### src/rtl/pool_scheduler_if.sv
// Handshake and memory-side bundle between the CU, feature memory, pool engine
// and output memory for the max-pool scheduler.
interface pool_scheduler_if #(
  parameter int unsigned ADDR_WIDTH = 16
);
  logic                  start;
  logic [7:0]            input_size;
  logic [7:0]            channel;
  logic [ADDR_WIDTH-1:0] in_base_addr;
  logic [ADDR_WIDTH-1:0] out_base_addr;
  logic                  hold;
  logic                  fm_rd_en;
  logic [ADDR_WIDTH-1:0] fm_rd_addr;
  logic                  pe_valid;
  logic                  pe_second_row;
  logic [6:0]            pe_buf_addr;
  logic                  out_wr_en;
  logic [ADDR_WIDTH-1:0] out_wr_addr;
  logic                  busy;
  logic                  done;

  modport master (
    output start, input_size, channel, in_base_addr, out_base_addr, hold,
    input  fm_rd_en, fm_rd_addr, pe_valid, pe_second_row, pe_buf_addr,
           out_wr_en, out_wr_addr, busy, done
  );

  modport slave (
    input  start, input_size, channel, in_base_addr, out_base_addr, hold,
    output fm_rd_en, fm_rd_addr, pe_valid, pe_second_row, pe_buf_addr,
           out_wr_en, out_wr_addr, busy, done
  );
endinterface

### src/rtl/pool_scheduler.sv
// 2x2 max-pool layer sequencer: walks row/colpair/channel-group, issues feature
// reads, tags returned words for the pool engine and generates output writes.
module pool_scheduler #(
  parameter int unsigned DATA_WIDTH       = 16,
  parameter int unsigned POOL_PARALLELISM = 8,
  parameter int unsigned ADDR_WIDTH       = 16,
  parameter int unsigned RD_LATENCY       = 2
) (
  input logic             clk,
  input logic             rst_n,
  pool_scheduler_if.slave bus
);

  localparam int unsigned SIZE_W  = 8;
  localparam int unsigned S2_W    = 7;
  localparam int unsigned G_W     = 9;
  localparam int unsigned BUF_W   = 7;
  localparam int unsigned DRAIN_W = $clog2(RD_LATENCY + 2);

  localparam logic [1:0] ST_IDLE  = 2'd0;
  localparam logic [1:0] ST_ISSUE = 2'd1;
  localparam logic [1:0] ST_DRAIN = 2'd2;
  localparam logic [1:0] ST_DONE  = 2'd3;

  if (RD_LATENCY < 1 || DATA_WIDTH < 1 || POOL_PARALLELISM < 1) begin : g_param_check
    $error("pool_scheduler: RD_LATENCY, DATA_WIDTH and POOL_PARALLELISM must be >= 1");
  end

  logic [1:0]            state;
  logic [1:0]            next_state;
  logic                  rd_en_c;
  logic                  last_rd_c;
  logic                  start_ok_c;
  logic [S2_W-1:0]       s2_in_c;
  logic [G_W-1:0]        g_in_c;

  logic [S2_W-1:0]       s2_m1;
  logic [G_W-1:0]        g_m1;
  logic [SIZE_W-1:0]     row_m1;
  logic [ADDR_WIDTH-1:0] s2g;
  logic [G_W-1:0]        cgrp;
  logic [S2_W-1:0]       colpair;
  logic [SIZE_W-1:0]     row;
  logic [BUF_W-1:0]      buf_idx;
  logic [ADDR_WIDTH-1:0] rd_addr;
  logic [ADDR_WIDTH-1:0] out_row_base;
  logic [DRAIN_W-1:0]    drain_cnt;

  logic [RD_LATENCY-1:0] tag_valid;
  logic [RD_LATENCY-1:0] tag_second;
  logic [BUF_W-1:0]      tag_buf [RD_LATENCY];
  logic [ADDR_WIDTH-1:0] tag_out [RD_LATENCY];

  logic                  wr_en;
  logic [ADDR_WIDTH-1:0] wr_addr;
  logic                  busy;
  logic                  done;

  // Layer geometry decoded from the CU inputs; C=0 still walks one group.
  always_comb begin
    s2_in_c = S2_W'(bus.input_size >> 1);
    g_in_c  = (G_W'(bus.channel) + G_W'(POOL_PARALLELISM - 1)) / G_W'(POOL_PARALLELISM);
    if (bus.channel == 8'd0) g_in_c = G_W'(1);
  end

  always_ff @(posedge clk or negedge rst_n) begin : p_state
    if (!rst_n) state <= ST_IDLE;
    else        state <= next_state;
  end

  always_comb begin : p_next
    next_state = state;
    rd_en_c    = 1'b0;
    last_rd_c  = 1'b0;
    start_ok_c = 1'b0;
    case (state)
      ST_IDLE: begin
        start_ok_c = bus.start;
        if (bus.start) next_state = (s2_in_c == '0) ? ST_DONE : ST_ISSUE;
      end
      ST_ISSUE: begin
        rd_en_c   = !bus.hold;
        last_rd_c = rd_en_c && (cgrp == g_m1) && (colpair == s2_m1) && (row == row_m1);
        if (last_rd_c) next_state = ST_DRAIN;
      end
      ST_DRAIN: if (drain_cnt == DRAIN_W'(RD_LATENCY)) next_state = ST_DONE;
      ST_DONE:  next_state = ST_IDLE;
      default:  next_state = ST_IDLE;
    endcase
  end

  // Walk counters; buf_idx and the address registers track the nested loops incrementally.
  always_ff @(posedge clk or negedge rst_n) begin : p_walk
    if (!rst_n) begin
      s2_m1        <= '0;
      g_m1         <= '0;
      row_m1       <= '0;
      s2g          <= '0;
      cgrp         <= '0;
      colpair      <= '0;
      row          <= '0;
      buf_idx      <= '0;
      rd_addr      <= '0;
      out_row_base <= '0;
    end else if (start_ok_c) begin
      s2_m1        <= s2_in_c - S2_W'(1);
      g_m1         <= g_in_c - G_W'(1);
      row_m1       <= SIZE_W'({s2_in_c, 1'b0}) - SIZE_W'(1);
      s2g          <= ADDR_WIDTH'(s2_in_c) * ADDR_WIDTH'(g_in_c);
      cgrp         <= '0;
      colpair      <= '0;
      row          <= '0;
      buf_idx      <= '0;
      rd_addr      <= bus.in_base_addr;
      out_row_base <= bus.out_base_addr;
    end else if (rd_en_c) begin
      rd_addr <= rd_addr + ADDR_WIDTH'(1);
      if (cgrp == g_m1) begin
        cgrp <= '0;
        if (colpair == s2_m1) begin
          colpair <= '0;
          buf_idx <= '0;
          row     <= row + SIZE_W'(1);
          if (row[0]) out_row_base <= out_row_base + s2g;
        end else begin
          colpair <= colpair + S2_W'(1);
          buf_idx <= buf_idx + BUF_W'(1);
        end
      end else begin
        cgrp    <= cgrp + G_W'(1);
        buf_idx <= buf_idx + BUF_W'(1);
      end
    end
  end

  always_ff @(posedge clk or negedge rst_n) begin : p_drain
    if (!rst_n)                 drain_cnt <= '0;
    else if (state != ST_DRAIN) drain_cnt <= '0;
    else                        drain_cnt <= drain_cnt + DRAIN_W'(1);
  end

  // Tags travel alongside the read and are never stalled by hold.
  always_ff @(posedge clk or negedge rst_n) begin : p_tags
    if (!rst_n) begin
      tag_valid  <= '0;
      tag_second <= '0;
      for (int i = 0; i < int'(RD_LATENCY); i++) begin
        tag_buf[i] <= '0;
        tag_out[i] <= '0;
      end
    end else begin
      tag_valid[0]  <= rd_en_c;
      tag_second[0] <= rd_en_c & row[0];
      tag_buf[0]    <= buf_idx;
      tag_out[0]    <= out_row_base + ADDR_WIDTH'(buf_idx);
      for (int i = 1; i < int'(RD_LATENCY); i++) begin
        tag_valid[i]  <= tag_valid[i-1];
        tag_second[i] <= tag_second[i-1];
        tag_buf[i]    <= tag_buf[i-1];
        tag_out[i]    <= tag_out[i-1];
      end
    end
  end

  always_ff @(posedge clk or negedge rst_n) begin : p_outs
    if (!rst_n) begin
      wr_en   <= 1'b0;
      wr_addr <= '0;
      busy    <= 1'b0;
      done    <= 1'b0;
    end else begin
      wr_en <= tag_valid[RD_LATENCY-1] & tag_second[RD_LATENCY-1];
      if (tag_valid[RD_LATENCY-1] & tag_second[RD_LATENCY-1]) wr_addr <= tag_out[RD_LATENCY-1];
      busy  <= (next_state != ST_IDLE);
      done  <= (next_state == ST_DONE);
    end
  end

  assign bus.fm_rd_en      = rd_en_c;
  assign bus.fm_rd_addr    = rd_addr;
  assign bus.pe_valid      = tag_valid[RD_LATENCY-1];
  assign bus.pe_second_row = tag_second[RD_LATENCY-1];
  assign bus.pe_buf_addr   = tag_buf[RD_LATENCY-1];
  assign bus.out_wr_en     = wr_en;
  assign bus.out_wr_addr   = wr_addr;
  assign bus.busy          = busy;
  assign bus.done          = done;

endmodule

### src/flat_wrapper.sv
// flat-port wrapper written by rule: the top's interface ports become plain ports
module pool_scheduler_flat 
#(
  parameter int unsigned DATA_WIDTH       = 16,
  parameter int unsigned POOL_PARALLELISM = 8,
  parameter int unsigned ADDR_WIDTH       = 16,
  parameter int unsigned RD_LATENCY       = 2
)
  (clk, rst_n, bus_start, bus_input_size, bus_channel, bus_in_base_addr, bus_out_base_addr, bus_hold, bus_fm_rd_en, bus_fm_rd_addr, bus_pe_valid, bus_pe_second_row, bus_pe_buf_addr, bus_out_wr_en, bus_out_wr_addr, bus_busy, bus_done);
  pool_scheduler_if #(.ADDR_WIDTH(ADDR_WIDTH)) bus_i ();
  input logic clk;
  input logic rst_n;
  input wire logic [$bits(bus_i.start)-1:0] bus_start;
  input wire logic [$bits(bus_i.input_size)-1:0] bus_input_size;
  input wire logic [$bits(bus_i.channel)-1:0] bus_channel;
  input wire logic [$bits(bus_i.in_base_addr)-1:0] bus_in_base_addr;
  input wire logic [$bits(bus_i.out_base_addr)-1:0] bus_out_base_addr;
  input wire logic [$bits(bus_i.hold)-1:0] bus_hold;
  output wire logic [$bits(bus_i.fm_rd_en)-1:0] bus_fm_rd_en;
  output wire logic [$bits(bus_i.fm_rd_addr)-1:0] bus_fm_rd_addr;
  output wire logic [$bits(bus_i.pe_valid)-1:0] bus_pe_valid;
  output wire logic [$bits(bus_i.pe_second_row)-1:0] bus_pe_second_row;
  output wire logic [$bits(bus_i.pe_buf_addr)-1:0] bus_pe_buf_addr;
  output wire logic [$bits(bus_i.out_wr_en)-1:0] bus_out_wr_en;
  output wire logic [$bits(bus_i.out_wr_addr)-1:0] bus_out_wr_addr;
  output wire logic [$bits(bus_i.busy)-1:0] bus_busy;
  output wire logic [$bits(bus_i.done)-1:0] bus_done;
  assign bus_i.start = bus_start;
  assign bus_i.input_size = bus_input_size;
  assign bus_i.channel = bus_channel;
  assign bus_i.in_base_addr = bus_in_base_addr;
  assign bus_i.out_base_addr = bus_out_base_addr;
  assign bus_i.hold = bus_hold;
  assign bus_fm_rd_en = bus_i.fm_rd_en;
  assign bus_fm_rd_addr = bus_i.fm_rd_addr;
  assign bus_pe_valid = bus_i.pe_valid;
  assign bus_pe_second_row = bus_i.pe_second_row;
  assign bus_pe_buf_addr = bus_i.pe_buf_addr;
  assign bus_out_wr_en = bus_i.out_wr_en;
  assign bus_out_wr_addr = bus_i.out_wr_addr;
  assign bus_busy = bus_i.busy;
  assign bus_done = bus_i.done;
  pool_scheduler #(.DATA_WIDTH(DATA_WIDTH), .POOL_PARALLELISM(POOL_PARALLELISM), .ADDR_WIDTH(ADDR_WIDTH), .RD_LATENCY(RD_LATENCY)) u_core (.clk(clk), .rst_n(rst_n), .bus(bus_i));
endmodule
### config.mk
export PLATFORM = sky130hd
export DESIGN_NAME = pool_scheduler_flat
export DESIGN_NICKNAME = d
export VERILOG_FILES = /design/src/rtl/pool_scheduler_if.sv /design/src/rtl/pool_scheduler.sv /design/src/flat_wrapper.sv
export SDC_FILE = /design/constraint.sdc
export NUM_CORES = 1
export LEC_CHECK = 0
export BUFFER_PORTS_ARGS = -buffer_cell sky130_fd_sc_hd__buf_2
export CORE_MARGIN = 3
export CORE_UTILIZATION = 35
export DETAILED_ROUTE_END_ITERATION = 8
export HOLD_SLACK_MARGIN = 0.06
export PLACE_DENSITY = 0.53
export SKIP_LAST_GASP = 1
export SLEW_MARGIN = 40
export SYNTH_ARGS = -nofsm -noshare
export SYNTH_HDL_FRONTEND = slang
export SYNTH_SLANG_ARGS = --single-unit
### constraint.sdc
create_clock -name clk -period 3.75 [get_ports clk]
set_clock_uncertainty 0.05 [all_clocks]
set_input_delay 0.375 -clock clk [delete_from_list [all_inputs] [get_ports clk]]
set_output_delay 0.375 -clock clk [all_outputs]
set_load 0.1 [all_outputs]
==> key figures, run 1 <==
Floorplan
  – Die Span Y: about 170 um
  – Core area: around 26000 sq um
  – Die area: 29100 sq um
  – Die X: 171 um
  – I/O pins: 97
  – Row count: 59
  – Initial Utilization: a little over a third

Critical path
  – Crit path kind: primary input to register
  – CP Launch Type: primary input
  – Critical Path RT: 4010 ps
  – Worst-path maximum fanout: 6
  – Crit path DAT: between 4000 and 5000 ps
  – CP endpoint kind: register

Synth
  – Mapped Area: roughly 9500 sq um
  – Synth Warn #: 0
  – Post-synth cell types: 63
  – Net Count, Synth: 1088
  – Ys async rst share: 100%
  – Sequential fraction of the synthesis area: 44.1%
  – FF+latch count, synth: 167
  – Post-synth EDFFs: 0
  – Syn avg cell area: 9.88 sq um
  – Ys flop type: dfrtp_1
  – Cells after Synth: 959

GRT
  – Initial antenna violation count: 0
  – Largest net degree at the start of global routing: 79
  – Overflow after GRT: 0
  – Global-route wire length before repair: 35400 um
  – Total track usage: 15.0%
  – Vias in the first global route: roughly 7000

Route
  – Met1 wire length: 10700 um
  – Avg WL per Cell: 14.9 um
  – Iteration-0 DRC Markers: 349
  – Residual DRC: 0
  – Vias per inst: approximately 4.9
  – Post-route ant nets: 0
  – Highest routed metal layer: met4
  – Post-Route WL: 21300 um
  – Via count: approximately 7000
  – Router iterations before antenna repair: 4
  – Met2 wire length: 9720 um
  – DR WL met3: 651 um

Power and ir drop
  – Sequential Power Share: 31.2%
  – P_int: roughly 5.2 mW
  – Clock power frac: between 10% and 20%
  – Pwr Total: 9.80 mW
  – Psw: 4.57 mW
  – Gate power share: roughly 49%
  – Pwr per Cell Area: 852 nW/um^2
  – Switching Fraction: 46.7%
  – Peak supply drop: 0.440 mV
  – Leak pwr: 5.44 nW

Layout
  – Number of fillers in the final layout: 2588
  – Diode count: 0
  – Area delta synth->final: 21.4%
  – Final Cell Area: 11500 sq um
  – Share of cells above drive strength 1: 22.2%
  – Post-Route Utilization: 43.7%
  – Nets: around 1200
  – Multi-input logic area: 5160 sq um
  – Register area: 4180 sq um
  – Final Non-Filler Cells: around 1400

Outcome
  – Status: finished with violations
  – Failing checks: setup timing

Place
  – Cells after DPL: 1396
  – Buffers added on ports: 95
  – Area post-placement: 10800 sq um
  – Place WS: -505 ps
  – GPL Wtd Cong: ~0.85
  – Final HPWL DP: about 16000 um

Clocking
  – Clock Sinks: 167
  – CTS H-tree depth: 4
  – Clk root buf: clkbuf_16
  – CTS tree: yes
  – Max clock buf depth: 2
  – Num CTS Buffers: 17
  – Clk Latency, worst-skew pair: about 420 ps
  – Clock-pin slew of the registers on the worst-case setup and hold paths: 70 ps

Timing
  – Fin crit period: 3780 ps
  – WHS: 105 ps
  – Tightest Pin Transition: 708 ps
  – Slew Limit Fails: 0
  – # setup viols final: 1
  – Final Hold Fails: 0
  – Fin crit share: 101%
  – Setup TNS Final: -25.3 ps
  – Setup ws final: -25.3 ps
  – Slew Limit Headroom: 52.5%
  – Fmax: around 260 MHz
  – RSZ-0062 raised after global routing: true

Worst hold path
  – Class of the worst hold path: primary input to register

Flow run
  – Max-cap violations: 0
-- cells in the final DEF (no fill, tap or decap), types with 4 or more instances in the layout --
cell	n
and3_1	13
or4_1	4
or3_1	4
buf_2	92
o311ai_0	4
a31oi_1	7
a211oi_1	10
nand3_1	28
nand2_2	4
clkbuf_16	17
nand4_1	14
mux2_2	19
nor3b_1	4
ha_1	50
buf_4	44
and2_4	4
nand2_1	114
nor4_1	5
o21ai_0	61
nor3_1	17
xor2_1	41
nor2_1	66
mux2i_1	9
nor2b_1	5
nand2b_1	8
o21ai_1	7
dfrtp_1	167
o211ai_1	9
fa_1	22
a21o_1	9
and2_1	18
o31ai_1	8
inv_1	54
a21oi_1	32
xnor2_1	36
-- worst paths after layout --
check,start,to,slack [ps],depth (start not counted)
worst max-delay path,bus_channel[0],u_core.s2g[13]$_DFFE_PN0P_,-30,16
worst min-delay path,bus_out_base_addr[0],u_core.out_row_base[0]$_DFFE_PN0P_,100,3
worst max register to register,u_core.out_row_base[0]$_DFFE_PN0P_,u_core.out_row_base[12]$_DFFE_PN0P_,1030,9
worst min register to register,u_core.tag_out[25]$_DFF_PN0_,u_core.tag_out[9]$_DFF_PN0_,290,0
max in group asynchronous,rst_n,u_core.row_m1[0]$_DFFE_PN0P_,2320,3
min in group asynchronous,rst_n,u_core.bus.out_wr_addr[8]$_DFFE_PN0P_,490,2
-- power by group through the flow --
| stage | registers [mW] | clock network [mW] | logic [mW] |
|---|---|---|---|
| after detailed placement | 3.09 | 0 | 4.83 |
| after floorplan | 3.98 | 0 | 2.86 |
| after global placement | 3.08 | 0 | 4.78 |
| after global routing | 3.16 | 2.02 | 5.36 |
| after CTS | 3.06 | 1.95 | 4.85 |
| final | 3.06 | 1.90 | 4.84 |
-- routing by layer --
| metal | track usage [%] | vias up |
|---|---|---|
| met4 | 3.63 | 0 |
| met3 | 2.68 | 17 |
| met5 | 0 | - |
| li1 | - | 3554 |
| met2 | 23.4 | 104 |
| met1 | 21.9 | 3348 |
-- Yosys cell counts (9+ instances only) --
cell	n	area (sq um)
buf_2	9	45.0
ha_1	54	676
a21oi_1	34	170
nor2_1	67	251
and3_1	13	81.3
a211oi_1	12	90.1
xnor2_1	39	342
a21o_1	9	67.6
o21ai_0	68	340
mux2_2	19	214
nand4_1	14	87.6
xor2_1	42	368
dfrtp_1	167	4180
mux2i_1	10	100
fa_1	23	460
nand2_1	120	450
o211ai_1	9	67.6
nand3_1	29	145
clkbuf_1	16	60.1
and2_1	22	138
nor3_1	18	90.1
inv_1	57	214
-- registers in the layout, summed over array words and instances (netlist names) --
register,flops
u_core.buf_idx,7
u_core.bus.busy,1
u_core.bus.done,1
u_core.bus.fm_rd_addr,16
u_core.bus.out_wr_addr,16
u_core.bus.out_wr_en,1
u_core.bus.pe_buf_addr,7
u_core.cgrp,9
u_core.colpair,7
u_core.drain_cnt,2
u_core.g_m1,9
u_core.out_row_base,16
u_core.row,8
u_core.row_m1,8
u_core.s2g,14
u_core.state,2
u_core.tag_buf,7
u_core.tag_out,32
u_core.tag_second,2
u_core.tag_valid,2
-- area by class of cell --
class / instances / share of cell area, %
clock buffers: 20 / 3.97
clock inverters: 12 / 1.60
inverters: 57 / 1.86
multi-input cells: 697 / 44.9
flip-flops and latches: 167 / 36.3
well taps: 335 / 3.64
repair buffers: 143 / 7.72
-- worst max-delay path, stage by stage --
cell,delay (ps)
buf_6,90
o311a_4,420
nand3_4,140
xnor2_4,160
nand2_2,90
fa_1,540
fa_1,430
fa_1,500
inv_2,40
ha_4,210
a21o_1,200
a21oi_4,140
o21ai_1,90
a21o_1,230
a2111oi_4,290
nor3_1,70
-- what timing repair did --
action / in CTS / in global routing
resized for setup: 1 / 9
setup buffers: 0 / 2
hold buffers: 1 / 0
hold endpoints to repair: 76 / 0
endpoints found under the setup margin: 1 / 4
cloned: 0 / 0
pin swaps: 1 / 14
-- logic make-up (layout without fill, tap and decap cells) --
kind of cell | Yosys count | after routing | synth area share [%]
AOI/OAI and AO/OA | 177 | 177 | 11.6
xor gates and xnor gates | 81 | 81 | 7.49
adders and majority gates | 77 | 77 | 12.0
buffers and inverters | 95 | 232 | 4.28
DFF | 167 | 167 | 44.1
muxes | 29 | 29 | 3.32
and+or+nand+nor | 333 | 333 | 17.2
Note: power is estimated with default switching activity, not from simulation.
==> run 2, diff against run 1 <==
- SKIP_LAST_GASP: 1 -> default
==> run 2 against run 1 <==
  * The flow still finishes with violations (setup timing)
  * Power barely moved
  * Sequential power about the same
  * First-iteration DRC count increased by 8.3%
  * Critical path type unchanged
  * Critical endpoint unchanged
  * Highest routed layer unchanged
==> key figures, run 2 (synthesis results as in run 1) <==
Floorplan
  – Die area: 29100 sq um
  – Core area: 26400 sq um
  – I/O pins: 97
  – Row count: 59
  – Initial Utilization: 35.9%
  – Die X: between 150 and 200 um
  – Die Span Y: 171 um

Timing
  – Slew Limit Fails: 0
  – Final Hold Fails: 0
  – Fin crit share: 101%
  – Setup ws final: -23.8 ps
  – Slew Limit Headroom: 52.3%
  – Fin crit period: approximately 3800 ps
  – RSZ-0062 raised after global routing: true
  – Setup TNS Final: -23.8 ps
  – Tightest Pin Transition: 710 ps
  – WHS: between 100 and 150 ps
  – # setup viols final: 1
  – Fmax: 265 MHz

Clocking
  – Clk root buf: clkbuf_16
  – CTS H-tree depth: 4
  – Clock-pin slew of the registers on the worst-case setup and hold paths: 70 ps
  – Max clock buf depth: 2
  – Num CTS Buffers: 17
  – Clk Latency, worst-skew pair: 420 ps
  – CTS tree: yes
  – Clock Sinks: 167

Layout
  – Area delta synth->final: 21.5%
  – Nets: 1212
  – Diode count: 0
  – Final Cell Area: about 12000 sq um
  – Share of cells above drive strength 1: 22.2%
  – Max FFs per register: 32
  – Commonest non-fill, non-tap cells in the layout: dfrtp_1 (167), nand2_1 (114), buf_2 (92), nor2_1 (66), o21ai_0 (61)
  – Most flops, register: u_core.tag_out
  – Final Non-Filler Cells: 1431
  – Commonest non-fill, non-tap cell in the layout: dfrtp_1

Power and ir drop
  – Leak pwr: roughly 5.4 nW
  – Pwr per Cell Area: 852 nW/um^2
  – Psw: 4.58 mW
  – Gate power share: 49.5%
  – Clock power frac: between 15 and 20%
  – Switching Fraction: 46.7%
  – Peak supply drop: 0.440 mV
  – P_int: 5.23 mW
  – Sequential Power Share: 31.2%

Route
  – Post-route ant nets: 0
  – Post-Route WL: 21300 um
  – Residual DRC: 0
  – Via count: 7022
  – Avg WL per Cell: 14.9 um
  – Vias per inst: 4.91
  – Router iterations before antenna repair: 4
  – Iteration-0 DRC Markers: about 380

Critical path
  – Crit path kind: primary input to register
  – Worst-path maximum fanout: 6
  – Critical Path RT: approximately 4000 ps
  – CP endpoint kind: register
  – CP Launch Type: primary input
  – Crit path DAT: 4030 ps

GRT
  – Vias in the first global route: 6838
  – Global-route wire length before repair: 35400 um
  – Total track usage: 15.0%
  – Overflow after GRT: 0
  – Initial antenna violation count: 0
  – Largest net degree at the start of global routing: 79

Outcome
  – Status: finished with violations
  – Failing checks: setup timing

Place
  – Buffers added on ports: 95
  – Place WS: -505 ps
  – Final HPWL DP: 15800 um
  – GPL Wtd Cong: between 0.8 and 0.9
  – Area post-placement: 10800 sq um
  – Cells after DPL: 1396

Worst hold path
  – Class of the worst hold path: primary input to register

Flow run
  – Max-cap violations: 0
[run 2: path summary, 6_finish.rpt]
kind	end	slack, ps	start	cells past startpoint
hold reg to reg	u_core.tag_out[9]$_DFF_PN0_	290	u_core.tag_out[25]$_DFF_PN0_	0
hold / removal	u_core.out_row_base[0]$_DFFE_PN0P_	110	bus_out_base_addr[0]	3
max in group asynchronous	u_core.row_m1[0]$_DFFE_PN0P_	2320	rst_n	3
setup / recovery	u_core.s2g[13]$_DFFE_PN0P_	-20	bus_channel[0]	16
setup reg to reg	u_core.out_row_base[12]$_DFFE_PN0P_	1030	u_core.out_row_base[0]$_DFFE_PN0P_	9
min in group asynchronous	u_core.bus.out_wr_addr[8]$_DFFE_PN0P_	490	rst_n	2
[run 2: area by class of cell]
type	count	area, sq um
Clock inverter	12	184
Sequential cell	167	4180
Tap cell	335	419
Inverter	57	214
Timing Repair Buffer	143	888
Multi-Input combinational cell	697	5170
Clock buffer	20	457
Fill cell	2587	14800
[run 2: worst max-delay path: stages]
cell,delay (ps)
buf_6,90
o311a_4,420
nand3_4,140
xnor2_4,160
nand2_2,90
fa_1,540
fa_1,430
fa_1,500
inv_2,40
ha_4,210
a21o_1,200
a21oi_4,140
o21ai_1,90
a21o_1,230
a2111oi_4,290
nor3_1,70
[run 2: per-layer routing]
metal | wire length (um) | GRT usage, %
met5 | 0 | 0
met4 | 245 | 3.63
met3 | 634 | 2.68
met2 | 9710 | 23.4
met1 | 10700 | 21.9
[run 2: timing repair]
| action | 4_1_cts | 5_1_grt |
|---|---|---|
| pin swaps | 1 | 14 |
| resized for setup | 1 | 10 |
| buffers inserted | 0 | 2 |
| endpoints found under the setup margin | 1 | 4 |
| hold buffers | 1 | 0 |
| hold endpoints to repair | 76 | 0 |
[run 2: power groups by stage]
stage	sequential [mW]	combinational (mW)	clock, mW
floorplan	3.98	2.86	0
global placement	3.08	4.78	0
detailed placement	3.09	4.83	0
CTS	3.06	4.85	1.95
global route	3.16	5.37	2.02
finish	3.06	4.85	1.90
[run 2: through the flow]
stage | power, mW | utilization (%)
detailed placement | 7.92 | 40.9
floorplan | 6.84 | -
finish | 9.80 | 43.7
global route | 10.6 | 43.7
global placement | 7.86 | 40.9
CTS | 9.86 | 43.4
